**config.mk**
```make
export PLATFORM = sky130hd
export DESIGN_NAME = seg7_scan_capture
export DESIGN_NICKNAME = d
export VERILOG_FILES = /design/src/rtl/seg7_pkg.sv /design/src/rtl/seg7_pattern_decode.sv /design/src/rtl/seg7_scan_capture.sv
export SDC_FILE = /design/constraint.sdc
export NUM_CORES = 1
export LEC_CHECK = 0
export CAP_MARGIN = 25
export CORE_MARGIN = 2
export CORE_UTILIZATION = 48
export DETAILED_ROUTE_END_ITERATION = 7
export PLACE_DENSITY = 0.76
export REMOVE_ABC_BUFFERS = 1
export SETUP_SLACK_MARGIN = 0.15
export SLEW_MARGIN = 20
export SYNTH_ARGS = -nofsm -noshare
export SYNTH_HDL_FRONTEND = slang
export SYNTH_SLANG_ARGS = --single-unit
```
**constraint.sdc**
```tcl
create_clock -name clk -period 3.32 [get_ports clk]
set_clock_uncertainty 0.05 [all_clocks]
set_input_delay 0.332 -clock clk [delete_from_list [all_inputs] [get_ports clk]]
set_output_delay 0.332 -clock clk [all_outputs]
set_load 0.01 [all_outputs]
```
**src/rtl/seg7_pkg.sv**
```systemverilog
// Shared definitions for the seven-segment scan encoder/capture pair.
// Holds the active-low cathode patterns for BCD 0..9 (bits 6:0 = g..a),
// the digit code written for an undecodable pattern, and the capture FSM
// state type.
package seg7_pkg;

  localparam logic [6:0] SEG_PAT_0 = 7'h40;
  localparam logic [6:0] SEG_PAT_1 = 7'h79;
  localparam logic [6:0] SEG_PAT_2 = 7'h24;
  localparam logic [6:0] SEG_PAT_3 = 7'h30;
  localparam logic [6:0] SEG_PAT_4 = 7'h19;
  localparam logic [6:0] SEG_PAT_5 = 7'h12;
  localparam logic [6:0] SEG_PAT_6 = 7'h02;
  localparam logic [6:0] SEG_PAT_7 = 7'h78;
  localparam logic [6:0] SEG_PAT_8 = 7'h00;
  localparam logic [6:0] SEG_PAT_9 = 7'h10;

  localparam logic [3:0] DIGIT_INVALID = 4'hF;

  typedef enum logic [1:0] {
    SETTLE = 2'd0,
    COMMIT = 2'd1,
    HOLD   = 2'd2
  } cap_state_e;

endpackage

```
**src/rtl/seg7_pattern_decode.sv**
```systemverilog
// Combinational cathode-to-BCD decoder.
// Ports:
//   seg   in  7  active-low segments g..a (decimal point excluded)
//   valid out 1  seg matches one of the ten digit patterns
//   digit out 4  decoded BCD digit, DIGIT_INVALID when not valid
module seg7_pattern_decode
  import seg7_pkg::*;
(
  input  logic [6:0] seg,
  output logic       valid,
  output logic [3:0] digit
);

  always_comb begin
    valid = 1'b1;
    digit = DIGIT_INVALID;
    case (seg)
      SEG_PAT_0: digit = 4'd0;
      SEG_PAT_1: digit = 4'd1;
      SEG_PAT_2: digit = 4'd2;
      SEG_PAT_3: digit = 4'd3;
      SEG_PAT_4: digit = 4'd4;
      SEG_PAT_5: digit = 4'd5;
      SEG_PAT_6: digit = 4'd6;
      SEG_PAT_7: digit = 4'd7;
      SEG_PAT_8: digit = 4'd8;
      SEG_PAT_9: digit = 4'd9;
      default:   valid = 1'b0;
    endcase
  end

endmodule

```
**src/rtl/seg7_scan_capture.sv**
```systemverilog
// Receive side of the multiplexed seven-segment bus. Samples the active-low
// anode/cathode lines, waits for each scan dwell to settle, decodes the
// cathode pattern and assembles a frame of NUM_DIGITS digits.
// Ports:
//   clk, reset   clock, synchronous active-high reset
//   anode        active-low digit enables (one low bit = valid slot)
//   cathode      active-low segments, bit 7 = dp, bits 6:0 = g..a
//   digits       captured BCD, slot i at [4i+3:4i]
//   digit_err    slot held an undecodable pattern at its last commit
//   dp           captured decimal points (1 = lit)
//   frame_valid  one-cycle pulse once every slot has committed
//   frame_err    OR of digit_err for the completed frame, held to next pulse
// Build option: define SEG7_SCAN_CAPTURE_DP_EN to capture the decimal point;
// otherwise dp is tied to 0 and cathode[7] is ignored.
module seg7_scan_capture
  import seg7_pkg::*;
#(
  parameter int NUM_DIGITS    = 8,
  parameter int STABLE_CYCLES = 4
) (
  input  logic                    clk,
  input  logic                    reset,
  input  logic [NUM_DIGITS-1:0]   anode,
  input  logic [7:0]              cathode,
  output logic [4*NUM_DIGITS-1:0] digits,
  output logic [NUM_DIGITS-1:0]   digit_err,
  output logic [NUM_DIGITS-1:0]   dp,
  output logic                    frame_valid,
  output logic                    frame_err
);

`ifdef SEG7_SCAN_CAPTURE_DP_EN
  localparam int CW = 8;
`else
  localparam int CW = 7;
  logic unused_dp;
  assign unused_dp = cathode[7];
`endif
  localparam int         SW      = NUM_DIGITS + CW;
  localparam logic [7:0] CNT_MAX = 8'(STABLE_CYCLES);

  logic [SW-1:0]              sync1, sync2;
  logic [7:0]                 cnt;
  logic                       stable;
  logic                       onehot;
  logic [NUM_DIGITS-1:0]      s2_sel;
  cap_state_e                 state, state_nx;
  logic                       commit;
  logic [NUM_DIGITS-1:0]      cap_sel;
  logic [CW-1:0]              cap_cath;
  logic [NUM_DIGITS-1:0]      wr;
  logic                       dec_valid;
  logic [3:0]                 dec_digit;
  logic [NUM_DIGITS-1:0][3:0] dig_q;
  logic [NUM_DIGITS-1:0]      derr_q;
  logic [NUM_DIGITS-1:0]      seen_q;
  logic                       seen_full;

  // Two-flop input register; resets to blank so reset never commits.
  always_ff @(posedge clk) begin
    if (reset) begin
      sync1 <= '1;
      sync2 <= '1;
    end else begin
      sync1 <= {anode, cathode[CW-1:0]};
      sync2 <= sync1;
    end
  end

  // Run length of the current sample, saturating at STABLE_CYCLES.
  always_ff @(posedge clk) begin
    if (reset)                cnt <= '0;
    else if (sync1 != sync2)  cnt <= 8'd1;
    else if (cnt < CNT_MAX)   cnt <= cnt + 8'd1;
  end

  assign stable = (cnt == CNT_MAX);
  assign s2_sel = ~sync2[SW-1:CW];
  assign onehot = $onehot(s2_sel);

  always_ff @(posedge clk) begin
    if (reset) state <= SETTLE;
    else       state <= state_nx;
  end

  // COMMIT also watches the counter so a change arriving during the commit
  // cycle still re-arms SETTLE for the next dwell.
  always_comb begin
    state_nx = state;
    commit   = 1'b0;
    case (state)
      SETTLE: if (stable) state_nx = onehot ? COMMIT : HOLD;
      COMMIT: begin
        commit   = 1'b1;
        state_nx = stable ? HOLD : SETTLE;
      end
      HOLD:   if (!stable) state_nx = SETTLE;
      default: state_nx = SETTLE;
    endcase
  end

  // Freeze the settled sample when leaving SETTLE: the sync stage may
  // already carry the next pattern by the time COMMIT executes.
  always_ff @(posedge clk) begin
    if (reset) begin
      cap_sel  <= '0;
      cap_cath <= '1;
    end else if (state == SETTLE && stable && onehot) begin
      cap_sel  <= s2_sel;
      cap_cath <= sync2[CW-1:0];
    end
  end

  assign wr = commit ? cap_sel : '0;

  seg7_pattern_decode u_dec (
    .seg   (cap_cath[6:0]),
    .valid (dec_valid),
    .digit (dec_digit)
  );

  always_ff @(posedge clk) begin
    if (reset) begin
      dig_q  <= '0;
      derr_q <= '0;
    end else begin
      for (int i = 0; i < NUM_DIGITS; i++) begin
        if (wr[i]) begin
          dig_q[i]  <= dec_digit;
          derr_q[i] <= ~dec_valid;
        end
      end
    end
  end

  // A commit landing on the clearing cycle seeds the next frame's mask.
  assign seen_full = &seen_q;

  always_ff @(posedge clk) begin
    if (reset) begin
      seen_q      <= '0;
      frame_valid <= 1'b0;
      frame_err   <= 1'b0;
    end else begin
      frame_valid <= seen_full;
      if (seen_full) begin
        frame_err <= |derr_q;
        seen_q    <= wr;
      end else begin
        seen_q    <= seen_q | wr;
      end
    end
  end

  assign digits    = dig_q;
  assign digit_err = derr_q;

`ifdef SEG7_SCAN_CAPTURE_DP_EN
  logic [NUM_DIGITS-1:0] dp_q;

  always_ff @(posedge clk) begin
    if (reset) begin
      dp_q <= '0;
    end else begin
      for (int i = 0; i < NUM_DIGITS; i++)
        if (wr[i]) dp_q[i] <= ~cap_cath[CW-1];
    end
  end

  assign dp = dp_q;
`else
  assign dp = '0;
`endif

endmodule

```
# == Yosys cells after proc, flatten, opt, wreduce, memory -nomap -nowiden ==
# Cells that the tools add are included.
# word_totals
ff_bits,105
out_inout_bits,50
inputBits,18
# classes
n_reduce_logical,10
n_lt_le_gt_ge,1
n_mux,12
n_bitwise,3
eq_ne,16
n_addsub,8
# ops
operator,count
$pmux W4 S10,1
$eq A7 B5 Y1 const B,3
$eq A7 B7 Y1 const B,3
$mux W8,2
$ne A15 B15 Y1,1
$eq A7 B6 Y1 const B,2
$reduce_or A10 Y1,1
$add A1 B1 Y2,4
$add A8 B1 Y8 const B,1
$eq A8 B3 Y1 const B,1
$lt A8 B3 Y1 const B,1
$mux W2,4
$not A8 Y8,1
$or A8 B8 Y8,1
$reduce_and A8 Y1,1
$reduce_or A8 Y1,1
$eq A7 B2 Y1 const B,1
$logic_not A7 Y1,1
$add A2 B2 Y3,2
$pmux W2 S3,1
$add A3 B3 Y4,1
$eq A4 B1 Y1 const B,1
$mux W1,4
$ne A2 B2 Y1 const B,2
other kinds (8),9

# == Longest topological paths before layout ==
# logic_depth
depth_word,8
ltp_mapped,13
ltp_nobuf,12

# == By module ==
# A second synthesis with hierarchy kept.
# hier_totals
hier_cells,456
area_unflattened_um2,4135.2
# modules_own_cells
mod,seq_area_each_um2,cells_per_inst,area_per_inst_um2,instances
seg7_scan_capture,2102.0,429,3958.8,1
seg7_pattern_decode,0.0,27,176.4,1

# == Worst setup path after synthesis ==
# No wires, ideal clock.
# synth_path
path_kind,register to register
startpoint,register sync2[7]
endpoint,register cap_sel[5]
period_less_slack_ns,3.474
t_required_ns,3.184
setup_slack_ns,-0.154
path_buffers,1
path_stages_with_launch,14
arrival_time_ns,3.339
path_cell_list,dfxtp_1 fa_1 inv_1 fa_1 fa_1 ha_1 inv_1 fa_1 nor2_1 a31oi_1 nor4_1 buf_2 nor2_1 a211oi_1
# synth_between
elab_chain_len,6
# synth_rtl
item,line,rtl
start: declaration,seg7_scan_capture.sv:42,"logic [SW-1:0] sync1, sync2;"
start signal: assignment,seg7_scan_capture.sv:66,sync2 <= sync1;
$not A8 Y8,seg7_scan_capture.sv:78,assign s2_sel = ~sync2[SW-1:CW];
$add A1 B1 Y2 (not written as such),seg7_scan_capture.sv:79,assign onehot = $onehot(s2_sel);
$add A2 B2 Y3 (not written as such),seg7_scan_capture.sv:79,
$add A3 B3 Y4 (not written as such),seg7_scan_capture.sv:79,
$eq A4 B1 Y1,seg7_scan_capture.sv:79,
$logic_and A1 B1 Y1,seg7_scan_capture.sv:108,end else if (state == SETTLE && stable && onehot) begin
end signal: assignment,seg7_scan_capture.sv:109,cap_sel <= s2_sel;
end: declaration,seg7_scan_capture.sv:49,logic [NUM_DIGITS-1:0] cap_sel;
# Every way passes these cells.
# A chain may end at the register's enable or synchronous reset.

# == Worst setup path after layout ==
# layout_path
startpoint,register sync2[7]
endpoint,register cap_cath[4]
# layout_between
elab_chain_len,6
# layout_rtl
item,line,rtl
$not A8 Y8,seg7_scan_capture.sv:78,
$add A1 B1 Y2 (not written as such),seg7_scan_capture.sv:79,
$add A2 B2 Y3 (not written as such),seg7_scan_capture.sv:79,
$add A3 B3 Y4 (not written as such),seg7_scan_capture.sv:79,
$eq A4 B1 Y1,seg7_scan_capture.sv:79,
$logic_and A1 B1 Y1,seg7_scan_capture.sv:108,
end signal: assignment,seg7_scan_capture.sv:110,cap_cath <= sync2[CW-1:0];
end: declaration,seg7_scan_capture.sv:50,logic [CW-1:0] cap_cath;
# Every way passes these cells.

==> metrics.md <==
| Metric | Value |
|---|---|
| VDD IR max | `0.000207 V` |
| Min-delay src | `state[0]` |
| Reg2Reg Depth | `13` |
| Total core area | `0.00830 sq mm` |
| Top_reg_cell synth | `dfxtp_1` |
| Overflow after GRT | `0` |
| Final period util | `108%` |
| Finished Core Util | `61.4%` |
| Register area | `0.00210 sq mm` |
| Crit path buf inv count | `4` |
| Sw Pwr | `511 uW` |
| Crit-path cells | `fa_1 -> inv_1 -> fa_1 -> fa_1 -> ha_4 -> inv_2 -> fa_2 -> nand3_4 -> nor4_4 -> buf_6 -> buf_12 -> nor3_1 -> a21oi_1` |
| Worst-path fanout max | `9` |
| Total GRT Usage | `17.7%` |
| Slew Limit Fails | `0` |
| Area growth from synthesis to layout | `23.3%` |
| Area of the multi-input gates | `0.00191 sq mm` |
| Sw Share | `23.2%` |
| Worst setup margin | `-273 ps` |
| R2r setup slk | `-270 ps` |
| H-Tree Depth | `3` |
| Critical Path Max Stage Delay | `550 ps` |
| Number of vias per cell | `5.10` |
| Post-Synthesis Cells | `446` |
| Site Rows | `33` |
| Total power | `2.20 mW` |
| Clock sinks | `105` |
| M1 GR Usage | `22.6%` |
| CP Class | `reg -> reg` |
| Top cell type's share of synthesized area | `50.8%` |
| CP top delay family | `adder cells` |
| Logic pwr share | `6.5%` |
| Met3 Usage GRT | `4.62%` |
| Top post-synthesis cells by area | `dfxtp_1 51%, nor2_1 5.0%, or2_2 4.8%, a21oi_1 4.4%, a211oi_1 4.4%` |
| Worst r2r src | `sync2[7]` |
| Die area | `0.00937 sq mm` |
| Max-slew headroom | `41.7%` |
| Share of cells above drive strength 1 | `17.3%` |
| Startpoint types | `flip-flop` |
| Sequential share of power | `58.5%` |
| Clock buffer depth | `2` |
| Area of the mapped netlist | `0.00413 sq mm` |
| Violated checks | `setup timing` |
| Gr busiest metal | `met2` |
| Die Wd | `96.8 um` |
| Hold-fix buffers at CTS | `0` |
| CP dominant cell by count | `fa_1` |
| Clk_lat worst skew | `370 ps` |
| TritonCTS clock tree | `yes` |
| Status | `finished, violations left` |
| Final WL | `8190 um` |
| Minimum clock period | `3590 ps` |
| Final nets | `525` |
| Ant diodes | `0` |
| Setup tns final | `-3870 ps` |
| Via count | `3100` |
| Synth area leader | `dfxtp_1` |
| Setup Viol. Count Final | `17` |
| DRC | `0` |
| TritonRoute pass-1 iters | `4` |
| Initial DRC Count | `163` |
| Filler cells | `693` |
| Share of flip-flops with an asynchronous set or reset | `0%` |
| Flop and latch count out of synthesis | `105` |
| HP Class | `reg -> reg` |
| Worst hold slack | `400 ps` |
| Initial core utilization | `49.8%` |
| Cell depth of the worst hold path | `1` |
| Largest net degree at the start of global routing | `57` |
| Clk root buf | `clkbuf_8` |
| Fmax | `0.278 GHz` |
| Syn. warnings | `0` |
| Final Hold Vio Count | `0` |
| LEAKAGE | `1.83 nW` |
| M2 GR Usage | `29.0%` |
| Sequential fraction of the synthesis area | `50.8%` |
| Internal power | `1.69 mW` |
| Initial antenna violation count | `0` |
| Hpwl dp | `5590 um` |
| Port Buffer Count | `58` |
| Worst-Margin Slew | `873 ps` |
| PD cells | `433 mW/mm^2` |
| Avg Inst Size Synth | `9.27 sq um` |
| Vias in the first global route | `2912` |
| DRT antenna net count | `0` |
| Reg2reg end | `cap_cath[4]` |
| CP required | `3570 ps` |
| RSZ-0062 raised after global routing | `yes` |
| Routability cong. | `0.824` |
| Clock transition at path regs | `100 ps` |
| WL/cell | `13.5 um` |
| CTS Buf Count | `9` |
| CP max-delay cell | `fa_2` |
| Chip height | `96.8 um` |
| Max cap viols | `0` |
| CP arrival | `3840 ps` |
| Count of flip-flops with a built-in enable after synthesis | `0` |
| Clk network pwr share | `35.1%` |
| Critical path capture point type | `flip-flop` |
| Worst hold endpoint | `state[1]` |
| Netlist cell types | `42` |
| I/O pins | `68` |
| First-pass GRT wire length | `13700 um` |
## repair_timing
item / CTS / global route
gates resized for setup: 10 / 7
pin swaps: 4 / 3
gates cloned: 1 / 1
buffers inserted: 2 / 2
endpoints found under the setup margin: 17 / 17
## metrics by stage
stage	area [sq um]	std cells	setup slack [ps]
4_1_cts	5010	605	-269
3_3_place_gp	4760	586	-138
2_1_floorplan	3980	417	-1900
5_1_grt	5100	608	-450
6_report	5100	608	-273
3_5_place_dp	4760	586	-281
## state kept, by name (all words and copies together) (netlist names)
name / flops
cap_cath: 7
cap_sel: 8
cnt: 8
digit_err: 8
digits: 32
frame_err: 1
frame_valid: 1
seen_q: 8
state: 2
sync1: 15
sync2: 15
## layout by cell type (no fill, tap or decap), types with 11 or more instances in the layout
cell             netlist  layout
clkbuf_8               0      12
clkdlybuf4s50_1        0      57
nor2_1                55      54
inv_1                 12      11
a21oi_1               36      36
or2_2                 32      31
a211oi_1              24      22
xnor2_1               16      16
nand2_1               39      39
dfxtp_1              105     104
and2_1                13      13
## Yosys cell counts, types with 2 or more instances
cell type and count:
a211oi_1 24, a211oi_2 8, a21oi_1 36, a31oi_1 2, and2_1 13, buf_4 8, buf_6 2, clkbuf_1 25
dfxtp_1 105, fa_1 4, ha_1 5, inv_1 12, nand2_1 39, nand3_1 11, nand4_1 5, nor2_1 55
nor2b_1 5, nor3_1 10, nor3b_1 2, nor4_1 5, o21a_1 2, or2_2 32, or4_1 2, xnor2_1 16
## worst max path at each step
stage                     startpoint           to  slack [ps]  cells past startpoint
after global placement      sync2[7]  cap_cath[2]        -140                     14
after global routing        sync2[7]  cap_cath[4]        -450                     13
final                       sync2[7]  cap_cath[4]        -270                     13
after CTS                   sync2[7]  cap_cath[6]        -270                     14
after detailed placement    sync2[7]   cap_sel[4]        -280                     13
after floorplan             sync2[7]   cap_sel[0]       -1900                     11
## power by group through the flow
stage / Clock [mW] / Sequential [mW] / Combinational (mW)
2_1_floorplan: 0 / 1.32 / 0.0578
3_3_place_gp: 0 / 1.32 / 0.105
3_5_place_dp: 0 / 1.32 / 0.109
4_1_cts: 0.792 / 1.29 / 0.116
5_1_grt: 0.852 / 1.29 / 0.157
6_report: 0.773 / 1.29 / 0.143
## cells by family after synthesis
| group | count (synthesis) | share of synthesized area, % |
|---|---|---|
| multiplexers | 1 | 0.242 |
| flip-flops | 105 | 50.8 |
| other | 1 | 0.0907 |
| AO/OA/AOI/OAI | 78 | 13.8 |
| XOR/XNOR | 17 | 3.60 |
| adder cells (fa/ha/maj) | 9 | 3.45 |
| AND/OR/NAND/NOR | 187 | 22.5 |
| buffers and inverters | 48 | 5.48 |
## final cells by class
class,instances,area share (%)
repair buffers,70,13.9
well taps,105,2.58
multi-input cells,300,37.5
inverters,12,0.884
flip-flops and latches,105,41.3
clock inverters,4,0.614
clock buffers,12,3.24
## per-layer routing
| metal | up-vias | part of all wire [%] | wire, um |
|---|---|---|---|
| li1 | 1581 | - | - |
| met1 | 1411 | 45 | 3680 |
| met2 | 91 | 48 | 3950 |
| met3 | 17 | 4.8 | 394 |
| met4 | 0 | 2.0 | 165 |
| met5 | - | 0 | 0 |
No activity file was read; power rests on OpenSTA's default activity.
